File: src/rtl/avalon_streaming_arbiter_pkg.sv
// Shared types and helpers for the Avalon-ST round-robin arbiter.
// Latency: none (declarations only).
// Backpressure: not applicable.
package avalon_streaming_arbiter_pkg;

    typedef enum logic {
        IDLE  = 1'b0,
        GRANT = 1'b1
    } state_t;

    // Index width that stays at least one bit wide for tiny port counts.
    function automatic int idx_width(input int n);
        return (n <= 2) ? 1 : $clog2(n);
    endfunction

endpackage

File: src/rtl/avst_rr_pick.sv
// Combinational round-robin picker: first requester at or after rr_ptr, wrapping.
// Latency: 0 cycles (pure combinational).
// Backpressure: none; the caller decides when the pick is used.
module avst_rr_pick
    import avalon_streaming_arbiter_pkg::*;
#(
    parameter int NUM_PORTS = 4,
    parameter int IDX_W     = idx_width(NUM_PORTS)
) (
    input  logic [NUM_PORTS-1:0] req,
    input  logic [IDX_W-1:0]     rr_ptr,
    output logic [IDX_W-1:0]     grant,
    output logic                 any_req
);

    int               idx;
    logic [IDX_W-1:0] idx_v;

    // Scan from the farthest offset down so the nearest requester wins.
    always_comb begin
        grant   = '0;
        any_req = |req;
        idx     = 0;
        idx_v   = '0;
        for (int k = NUM_PORTS - 1; k >= 0; k--) begin
            idx = int'(rr_ptr) + k;
            if (idx >= NUM_PORTS) begin
                idx = idx - NUM_PORTS;
            end
            idx_v = IDX_W'(idx);
            if (req[idx_v]) begin
                grant = idx_v;
            end
        end
    end

endmodule

File: src/rtl/avalon_streaming_arbiter.sv
// Round-robin Avalon-ST arbiter, bounded bursts, channel-tagged output (AVALON_STREAMING_ARBITER_PKT_LOCK_EN: hold grant to EOP).
// Latency: 1 cycle accept-to-output, plus a 1-cycle arbitration bubble per grant.
// Backpressure: asi_ready follows aso_ready combinationally; the held output beat stays stable while stalled.
module avalon_streaming_arbiter
    import avalon_streaming_arbiter_pkg::*;
#(
    parameter  int NUM_PORTS = 4,
    parameter  int DATA_W    = 8,
    parameter  int BURST_LEN = 4,
    localparam int IDX_W     = idx_width(NUM_PORTS),
    localparam int CNT_W     = $clog2(BURST_LEN + 1)
) (
    input  logic                          clk,
    input  logic                          reset,
    input  logic [NUM_PORTS-1:0]          asi_valid,
    input  logic [NUM_PORTS*DATA_W-1:0]   asi_data,
`ifdef AVALON_STREAMING_ARBITER_PKT_LOCK_EN
    input  logic [NUM_PORTS-1:0]          asi_eop,
    output logic                          aso_eop,
`endif
    output logic [NUM_PORTS-1:0]          asi_ready,
    output logic                          aso_valid,
    output logic [DATA_W-1:0]             aso_data,
    output logic [IDX_W-1:0]              aso_channel,
    input  logic                          aso_ready
);

    state_t             state_q, state_d;
    logic [IDX_W-1:0]   grant_q, grant_d;
    logic [IDX_W-1:0]   rr_ptr_q, rr_ptr_d;
    logic [CNT_W-1:0]   beat_cnt_q, beat_cnt_d;
    logic               aso_valid_q, aso_valid_d;
    logic [DATA_W-1:0]  aso_data_q, aso_data_d;
    logic [IDX_W-1:0]   aso_channel_q, aso_channel_d;
`ifdef AVALON_STREAMING_ARBITER_PKT_LOCK_EN
    logic               aso_eop_q, aso_eop_d;
`endif

    logic [IDX_W-1:0]   pick_idx;
    logic               any_req;
    logic               slot_free;
    logic               accept;
    logic               release_grant;

    avst_rr_pick #(
        .NUM_PORTS (NUM_PORTS),
        .IDX_W     (IDX_W)
    ) u_pick (
        .req     (asi_valid),
        .rr_ptr  (rr_ptr_q),
        .grant   (pick_idx),
        .any_req (any_req)
    );

    always_comb begin
        slot_free     = !aso_valid_q || aso_ready;
        accept        = (state_q == GRANT) && slot_free && asi_valid[grant_q];
        release_grant = 1'b0;

        asi_ready = '0;
        if (state_q == GRANT && slot_free) begin
            asi_ready[grant_q] = 1'b1;
        end

        state_d       = state_q;
        grant_d       = grant_q;
        rr_ptr_d      = rr_ptr_q;
        beat_cnt_d    = beat_cnt_q;
        aso_valid_d   = aso_valid_q;
        aso_data_d    = aso_data_q;
        aso_channel_d = aso_channel_q;
`ifdef AVALON_STREAMING_ARBITER_PKT_LOCK_EN
        aso_eop_d     = aso_eop_q;
`endif

        // A reload in the same cycle as an output transfer keeps the stream bubble-free.
        if (accept) begin
            aso_valid_d   = 1'b1;
            aso_data_d    = asi_data[int'(grant_q)*DATA_W +: DATA_W];
            aso_channel_d = grant_q;
`ifdef AVALON_STREAMING_ARBITER_PKT_LOCK_EN
            aso_eop_d     = asi_eop[grant_q];
`endif
        end else if (aso_ready) begin
            aso_valid_d   = 1'b0;
        end

        case (state_q)
            IDLE: begin
                if (any_req) begin
                    grant_d    = pick_idx;
                    beat_cnt_d = '0;
                    state_d    = GRANT;
                end
            end
            GRANT: begin
                if (accept && beat_cnt_q != CNT_W'(BURST_LEN)) begin
                    beat_cnt_d = beat_cnt_q + CNT_W'(1);
                end
`ifdef AVALON_STREAMING_ARBITER_PKT_LOCK_EN
                release_grant = accept && asi_eop[grant_q];
`else
                release_grant = (beat_cnt_d == CNT_W'(BURST_LEN)) ||
                                (slot_free && !asi_valid[grant_q]);
`endif
                if (release_grant) begin
                    state_d  = IDLE;
                    rr_ptr_d = (grant_q == IDX_W'(NUM_PORTS - 1)) ? '0 : grant_q + IDX_W'(1);
                end
            end
            default: state_d = IDLE;
        endcase
    end

    always_ff @(posedge clk) begin
        if (reset) begin
            state_q       <= IDLE;
            grant_q       <= '0;
            rr_ptr_q      <= '0;
            beat_cnt_q    <= '0;
            aso_valid_q   <= 1'b0;
            aso_data_q    <= '0;
            aso_channel_q <= '0;
`ifdef AVALON_STREAMING_ARBITER_PKT_LOCK_EN
            aso_eop_q     <= 1'b0;
`endif
        end else begin
            state_q       <= state_d;
            grant_q       <= grant_d;
            rr_ptr_q      <= rr_ptr_d;
            beat_cnt_q    <= beat_cnt_d;
            aso_valid_q   <= aso_valid_d;
            aso_data_q    <= aso_data_d;
            aso_channel_q <= aso_channel_d;
`ifdef AVALON_STREAMING_ARBITER_PKT_LOCK_EN
            aso_eop_q     <= aso_eop_d;
`endif
        end
    end

    assign aso_valid   = aso_valid_q;
    assign aso_data    = aso_data_q;
    assign aso_channel = aso_channel_q;
`ifdef AVALON_STREAMING_ARBITER_PKT_LOCK_EN
    assign aso_eop     = aso_eop_q;
`endif

endmodule

File: config.mk
export PLATFORM = sky130hd
export DESIGN_NAME = avalon_streaming_arbiter
export DESIGN_NICKNAME = d
export VERILOG_FILES = /design/src/rtl/avalon_streaming_arbiter_pkg.sv /design/src/rtl/avst_rr_pick.sv /design/src/rtl/avalon_streaming_arbiter.sv
export SDC_FILE = /design/constraint.sdc
export NUM_CORES = 1
export LEC_CHECK = 0
export CELL_PAD_IN_SITES_DETAIL_PLACEMENT = 1
export CELL_PAD_IN_SITES_GLOBAL_PLACEMENT = 1
export CORE_ASPECT_RATIO = 0.5
export CORE_MARGIN = 3
export CORE_UTILIZATION = 30
export DETAILED_ROUTE_END_ITERATION = 16
export HOLD_SLACK_MARGIN = 0.02
export PLACE_DENSITY_LB_ADDON = 0.1
export SLEW_MARGIN = 20
export SYNTH_ARGS = -nofsm -noshare
export SYNTH_HDL_FRONTEND = slang
export SYNTH_HIERARCHICAL = 1
export SYNTH_SLANG_ARGS = --single-unit
File: constraint.sdc
create_clock -name clk -period 2.3 [get_ports clk]
set_input_delay 0.345 -clock clk [delete_from_list [all_inputs] [get_ports clk]]
set_output_delay 0.345 -clock clk [all_outputs]
set_load 0.01 [all_outputs]
Word-level counts from Yosys, hierarchy flattened
Cells that the tools add are included.
{"block": "totals", "ff_bits": 19, "elab_cells": 76, "output_inout_bits": 15, "inputBits": 39}
{"block": "classes", "n_bitwise": 1, "muxes": 31, "add_sub_neg": 9, "shifts": 1, "magnitude_cmp": 10, "n_reduce_logical": 13, "eq_ne": 4}
{"op": "32-bit by 6-bit indexed part select with 8-bit output", "n": 1}
{"op": "2-bit two-way mux", "n": 9}
{"op": "2-bit by 3-bit < comparator with 1-bit output, second input constant", "n": 5}
{"op": "1-bit binary-select mux with 2-bit select", "n": 5}
{"op": "1-bit two-way mux", "n": 10}
{"op": "3-bit >= comparator, second input constant", "n": 3}
{"op": "3-bit two-way mux", "n": 3}
{"op": "2-bit by 1-bit subtractor with 2-bit output, second input constant", "n": 4}
{"op": "2-bit by 2-bit adder with 3-bit output, second input constant", "n": 2}
{"op": "3-bit one-hot mux with 2 select lines", "n": 1}
{"op": "1-bit logical AND", "n": 5}
{"op": "4-bit two-way mux", "n": 1}
{"op": "2-bit AND reduction", "n": 2}
{"op": "4-bit OR reduction", "n": 1}
{"op": "2-bit by 1-bit adder with 3-bit output, second input constant", "n": 1}
{"op": "3-bit by 1-bit adder with 3-bit output, second input constant", "n": 1}
{"op": "3-bit equality test, second input constant", "n": 1}
{"op": "2-bit by 3-bit >= comparator with 1-bit output, second input constant", "n": 1}
{"op": "3-bit != test, second input constant", "n": 1}
{"op": "2-bit by 1-bit adder with 2-bit output, second input constant", "n": 1}
{"op": "1-bit demux with 2-bit select", "n": 1}
{"op": "2-bit equality test, second input constant", "n": 1}
{"op": "2-bit by 1-bit >= comparator with 1-bit output, second input constant", "n": 1}
{"op": "1-bit logical NOT", "n": 2}
{"op": "other kinds (5)", "n": 6}

Depth between registers and ports, before layout
Gate-level depths: netlist of run 1.
{"block": "logic_depth", "ltp_word": 11, "ltp_mapped": 7}

By module
The synthesis of run 1 kept the hierarchy.
{"module": "avalon_streaming_arbiter", "cells_per_inst": 111, "seq_area_each_um2": 380.4, "area_per_inst_um2": 1132.3, "n_inst": 1}
{"module": "avst_rr_pick", "cells_per_inst": 13, "seq_area_each_um2": 0.0, "area_per_inst_um2": 77.6, "n_inst": 1}

Least setup slack after synthesis of run 1
Ideal clock, no wire load.
{"block": "synth_timing", "kind": "register to register", "from": "register grant_q[0]", "to": "register rr_ptr_q[0]", "required_time_ns": 2.179, "setup_slack_ns": 0.316, "arrival_time_ns": 1.863, "n_path_buf": 0, "path_stages_with_launch": 6, "path_cell_list": "dfxtp_1 -> mux4_2 -> a41o_1 -> o311ai_2 -> o22a_2 -> mux2_4"}
{"block": "synth_between", "elab_chain_len": 9, "elab_cells_between_ends": 14}
{"item": "start: declaration", "line_no": "avalon_streaming_arbiter.sv:29", "text": "logic [IDX_W-1:0] grant_q, grant_d;"}
{"item": "start signal: assignment", "line_no": "avalon_streaming_arbiter.sv:129", "text": "grant_q <= grant_d;"}
{"item": "1-bit binary-select mux with 2-bit select", "line_no": "avalon_streaming_arbiter.sv:57, avalon_streaming_arbiter.sv:104"}
{"item": "1-bit two-way mux (implied by the code)", "line_no": "avalon_streaming_arbiter.sv:57, avalon_streaming_arbiter.sv:104"}
{"item": "1-bit logical AND", "line_no": "avalon_streaming_arbiter.sv:57", "text": "accept = (state_q == GRANT) && slot_free && asi_valid[grant_q];"}
{"item": "1-bit logical AND", "line_no": "avalon_streaming_arbiter.sv:97", "text": "if (accept && beat_cnt_q != CNT_W'(BURST_LEN)) begin"}
{"item": "3-bit two-way mux", "line_no": "avalon_streaming_arbiter.sv:97"}
{"item": "3-bit two-way mux", "line_no": "avalon_streaming_arbiter.sv:88", "text": "case (state_q)"}
{"item": "3-bit equality test", "line_no": "avalon_streaming_arbiter.sv:103", "text": "release_grant = (beat_cnt_d == CNT_W'(BURST_LEN)) ||"}
{"item": "1-bit logical OR", "line_no": "avalon_streaming_arbiter.sv:103"}
{"item": "2-bit AND reduction (no source line)"}
{"item": "end signal: assignment", "line_no": "avalon_streaming_arbiter.sv:130", "text": "rr_ptr_q <= rr_ptr_d;"}
{"item": "end: declaration", "line_no": "avalon_streaming_arbiter.sv:30", "text": "logic [IDX_W-1:0] rr_ptr_q, rr_ptr_d;"}
Several ways; a longest one is shown, not always the timed one. The select of a mux whose other input is x is not followed.
A chain may end at the register's enable or synchronous reset.

Worst setup path in the final report of run 1
{"block": "layout_timing", "from": "register grant_q[0]", "to": "output asi_ready[2]"}
{"block": "layout_between", "elab_chain_len": 5, "elab_cells_between_ends": 6}
{"item": "2-bit by 3-bit < comparator with 1-bit output (implied by the code) or 2-bit by 1-bit >= comparator with 1-bit output (tied branches)", "line_no": "avalon_streaming_arbiter.sv:62", "text": "asi_ready[grant_q] = 1'b1;"}
{"item": "1-bit logical AND (implied by the code)", "line_no": "avalon_streaming_arbiter.sv:62"}
{"item": "1-bit two-way mux (implied by the code)", "line_no": "avalon_streaming_arbiter.sv:62"}
{"item": "1-bit demux with 2-bit select (*)", "line_no": "avalon_streaming_arbiter.sv:62"}
{"item": "4-bit two-way mux (*)", "line_no": "avalon_streaming_arbiter.sv:61", "text": "if (state_q == GRANT && slot_free) begin"}
{"item": "end: declaration", "line_no": "avalon_streaming_arbiter.sv:21", "text": "output logic [NUM_PORTS-1:0] asi_ready,"}
Mark *: on every way between the ends. The rest lies on a longest branch, timed or not.

==> results of run 1 <==
[sequential cells by signal, summed over array words and instances (netlist names)]
register and count:
state_q 1, beat_cnt_q 3, aso_valid 1, grant_q 2
aso_channel 2, aso_data 8, rr_ptr_q 2
[critical path, delay by kind of cell, from the launching register on]
kind	cells	cell delay, ns
adder cells (fa/ha/maj)	1	0.21
AND/OR/NAND/NOR	1	0.15
flip-flops	1	0.40
buffers and inverters	3	0.84
[worst max-delay path by stage]
stage,startpoint,endpoint,slack (ns),cells past startpoint
after floorplan,grant_q[0],rr_ptr_q[0],0.32,5
after global placement,asi_valid[3],rr_ptr_q[0],0.02,6
after detailed placement,asi_valid[3],rr_ptr_q[0],-0.04,6
after CTS,grant_q[0],asi_ready[2],0.06,5
after global routing,grant_q[0],asi_ready[2],0.006,5
final,grant_q[0],asi_ready[2],0.1,5
[cell type report]
cell class	instances	area [µm²]	share of cell area
Multi-Input combinational cell	93	780.7	0.4060
Timing Repair Buffer	64	633.1	0.3292
Sequential cell	19	380.4	0.1978
Tap cell	51	63.81	0.03318
Clock buffer	3	41.29	0.02147
Inverter	5	18.77	0.009759
Clock inverter	1	5.005	0.002602
[routing by layer]
| layer | vias to the layer above | share of wire | track usage |
|---|---|---|---|
| li1 | 562 | - | - |
| met4 | 0 | 0.0018 | 0.007075 |
| met2 | 35 | 0.44 | 0.2900 |
| met3 | 2 | 0.095 | 0.05882 |
| met5 | - | 0 | 0 |
| met1 | 550 | 0.46 | 0.2097 |
[cells by family after synthesis]
| kind of cell | Yosys count | synth area share |
|---|---|---|
| AOI/OAI and AO/OA | 17 | 0.1003 |
| adders and majority gates | 6 | 0.06205 |
| buffers and inverters | 12 | 0.04033 |
| DFF | 19 | 0.3144 |
| muxes | 23 | 0.2906 |
| and+or+nand+nor | 47 | 0.1923 |
[per-stage QoR]
stage	instances	utilization	power, mW	setup WS, ns
floorplan	124	-	0.5273	0.3157
global placement	232	0.5134	0.6743	0.02267
detailed placement	232	0.5134	0.6855	-0.03525
CTS	236	0.5271	0.9221	0.05705
global route	236	0.5282	0.9715	0.006292
finish	236	0.5282	0.9120	0.09688
[power breakdown]
group	total [mW]	internal [mW]	switching, mW	leakage, nW
Sequential	0.376	0.352	0.0245	0.155
Combinational	0.301	0.183	0.118	0.605
Clock	0.234	0.120	0.114	0.0255
Total	0.912	0.655	0.257	0.786
[what timing repair did]
item	CTS	global route
setup buffers	0	0
pin swaps	0	0
gates resized for setup	1	1
setup endpoints to repair	2	2
gates cloned	0	0
[layout by cell type, fill, tap and decap left out, types with 2 or more instances in the layout]
cell / n
sky130_fd_sc_hd__clkdlybuf4s50_1: 53
sky130_fd_sc_hd__and3_1: 4
sky130_fd_sc_hd__buf_4: 9
sky130_fd_sc_hd__o21ai_0: 2
sky130_fd_sc_hd__nand2b_1: 5
sky130_fd_sc_hd__nor2b_1: 2
sky130_fd_sc_hd__a21oi_1: 8
sky130_fd_sc_hd__inv_1: 5
sky130_fd_sc_hd__mux4_2: 8
sky130_fd_sc_hd__nor2_1: 25
sky130_fd_sc_hd__ha_1: 6
sky130_fd_sc_hd__mux2i_1: 13
sky130_fd_sc_hd__a211oi_1: 2
sky130_fd_sc_hd__dfxtp_1: 19
sky130_fd_sc_hd__nand2_1: 6
sky130_fd_sc_hd__clkbuf_8: 3
==> results.txt, run 1 <==
----------------------------------------------------
[Worst setup path]
  Critical Path Sink Type ... primary output
  Class of the most critical setup path ... reg2out
  Crit path required time ... around 2 ns
  CP max stage delay ... approximately 0.5 ns
  Type of element launching the critical path ... flop
  Reg2Reg Launch Point ... grant_q[0]
  Length in cells of the worst reg-to-reg path ... 5
  Critical path, cell by cell ... buf_8, inv_1, ha_1, and3_1, clkdlybuf4s50_1
  Arr. time, crit path ... roughly 1.9 ns
  Highest fanout seen on the critical path ... 14
  FF-to-FF End ... rr_ptr_q[0]
  Slowest stage cell on the critical path ... sky130_fd_sc_hd__clkdlybuf4s50_1
  Flop2flop setup slack ... 0.33 ns

[CTS]
  Clk buf depth ... 2
  Clock slew seen by the registers of the worst setup and hold paths ... around 0.080 ns
  Number of CTS-inserted buffers ... 3
  H-tree depth ... 1
  Hold Buf Count CTS ... 0
  Insertion delay of the later-clocked pin in the worst-skew pair ... about 0.26 ns
  Clock tree from TritonCTS ... built
  Clock sink count ... 19
  Buffer cell driving the clock tree root ... sky130_fd_sc_hd__clkbuf_8

[Finish]
  Synthesis-to-finish area growth ... 58.94%
  Share of layout cells above drive strength 1 ... 0.1622
  Filler cell count in the final layout ... around 420
  Final std cell area, no fill ... 0.001923 mm²
  N_diodes ... 0
  Total number of nets in the final design ... between 200 and 250

[Placed design]
  RePlAce Congestion ... roughly 0.70
  # port buffers ... 53
  Placed cell area ... about 0.0019 mm²
  HPWL after detailed placement ... 3152 µm

[Job]
  Maximum capacitance violations ... 0

[Synthesis]
  Number of distinct standard cells referenced by the synthesized netlist ... 27
  Predominant post-synthesis flop cell ... sky130_fd_sc_hd__dfxtp_1
  Number of enable-type register cells in the synthesized netlist ... 0
  Cell accounting for the most synthesized area ... sky130_fd_sc_hd__dfxtp_1
  Total standard cell area after synthesis ... 0.001210 mm²
  Syn Area/Cell ... just under 10 µm²
  Number of nets produced by synthesis ... 169
  Flip-flop and latch count after synthesis ... 19
  Async set-or-reset flop fraction in the synthesized netlist ... 0
  Top cell types by occurrence after synthesis ... sky130_fd_sc_hd__nor2_1 (25), sky130_fd_sc_hd__dfxtp_1 (19), sky130_fd_sc_hd__mux2i_1 (13)
  Synth Warn # ... 6
  Cells after Synth ... roughly 120
  Synth top area cells ... sky130_fd_sc_hd__dfxtp_1 (31%), sky130_fd_sc_hd__mux4_2 (15%), sky130_fd_sc_hd__mux2i_1 (11%)
  Most common cell in the netlist ... sky130_fd_sc_hd__nor2_1
  Area share of the leading cell type in the synthesized netlist ... 0.3144
  Share of synthesized area occupied by flip-flops and latches ... 0.3144

[Timing]
  Total count of hold-check failures in the final report ... 0
  Headroom to the max-slew limit ... 0.6815
  Hold Worst Slack ... ~0.5 ns
  Shortest period the worst path allows ... 2.203 ns
  Total of endpoints with negative setup slack in the final report ... 0
  Number of max-slew violations in the final report ... 0
  Maximum clock skew at final layout ... roughly 0.0064 ns
  Slew at the pin closest to its max-slew limit ... around 0.48 ns
  RSZ-0062 raised after global routing ... no
  Total Neg Setup Slack ... 0 ns
  Highest clock rate ... 453.9 MHz
  Part of the cycle the worst path needs ... 0.9579

[Power and ir drop]
  Power per standard cell area ... 474.2 mW/mm²
  Leak ... around 0.8 nW
  Largest vdd supply drop ... ~0.22 mV

[Route]
  Routed vias/inst ... 4.869
  DRC Markers ... 0
  Total routed wirelength ... approximately 3900 µm
  Antenna-violating nets left ... 0
  Via count ... 1149
  Count of TritonRoute iterations in the first routing pass ... 4
  Average routed wire per standard cell ... between 15 and 20 µm
  Number of violations reported at the end of detailed-routing iteration 0 ... 14

[Global routing]
  Global-route usage over all layers ... 0.1667
  Initial antenna violation count ... 0
  Total gr overflow ... 0
  Largest net degree at the start of global routing ... 15
  Vias in the first global route ... about 1200
  First-pass GRT wire length ... 6258 µm

[Hold path]
  WHS Endpoint ... aso_data[6]
  Min-delay worst type ... reg2reg
  Startpoint of the worst hold path ... aso_data[6]
  Instance count along the most critical hold path ... 2

[Floorplan]
  Top-level I/O count ... 54
  Core area ... around 0.0036 mm²
  Die ar. ... between 0.004 and 0.005 mm²
  Effective utilization at floorplan ... 0.3323
  Height of the chip ... 50.91 µm
  Width of the die ... 95.81 µm
  Site row count ... 15

[Run status]
  Run status ... finished clean

----------------------------------------------------
Note: power is estimated with default switching activity, not from simulation.
==> inputs of run 2 (changes only) <==
--- a/config.mk
+++ b/config.mk
@@ -18,3 +18,4 @@
 export SYNTH_HDL_FRONTEND = slang
 export SYNTH_HIERARCHICAL = 1
 export SYNTH_SLANG_ARGS = --single-unit
+export TNS_END_PERCENT = 1
==> results of run 2 <==
Final layout, timing and power as in run 1 (identical DEF).
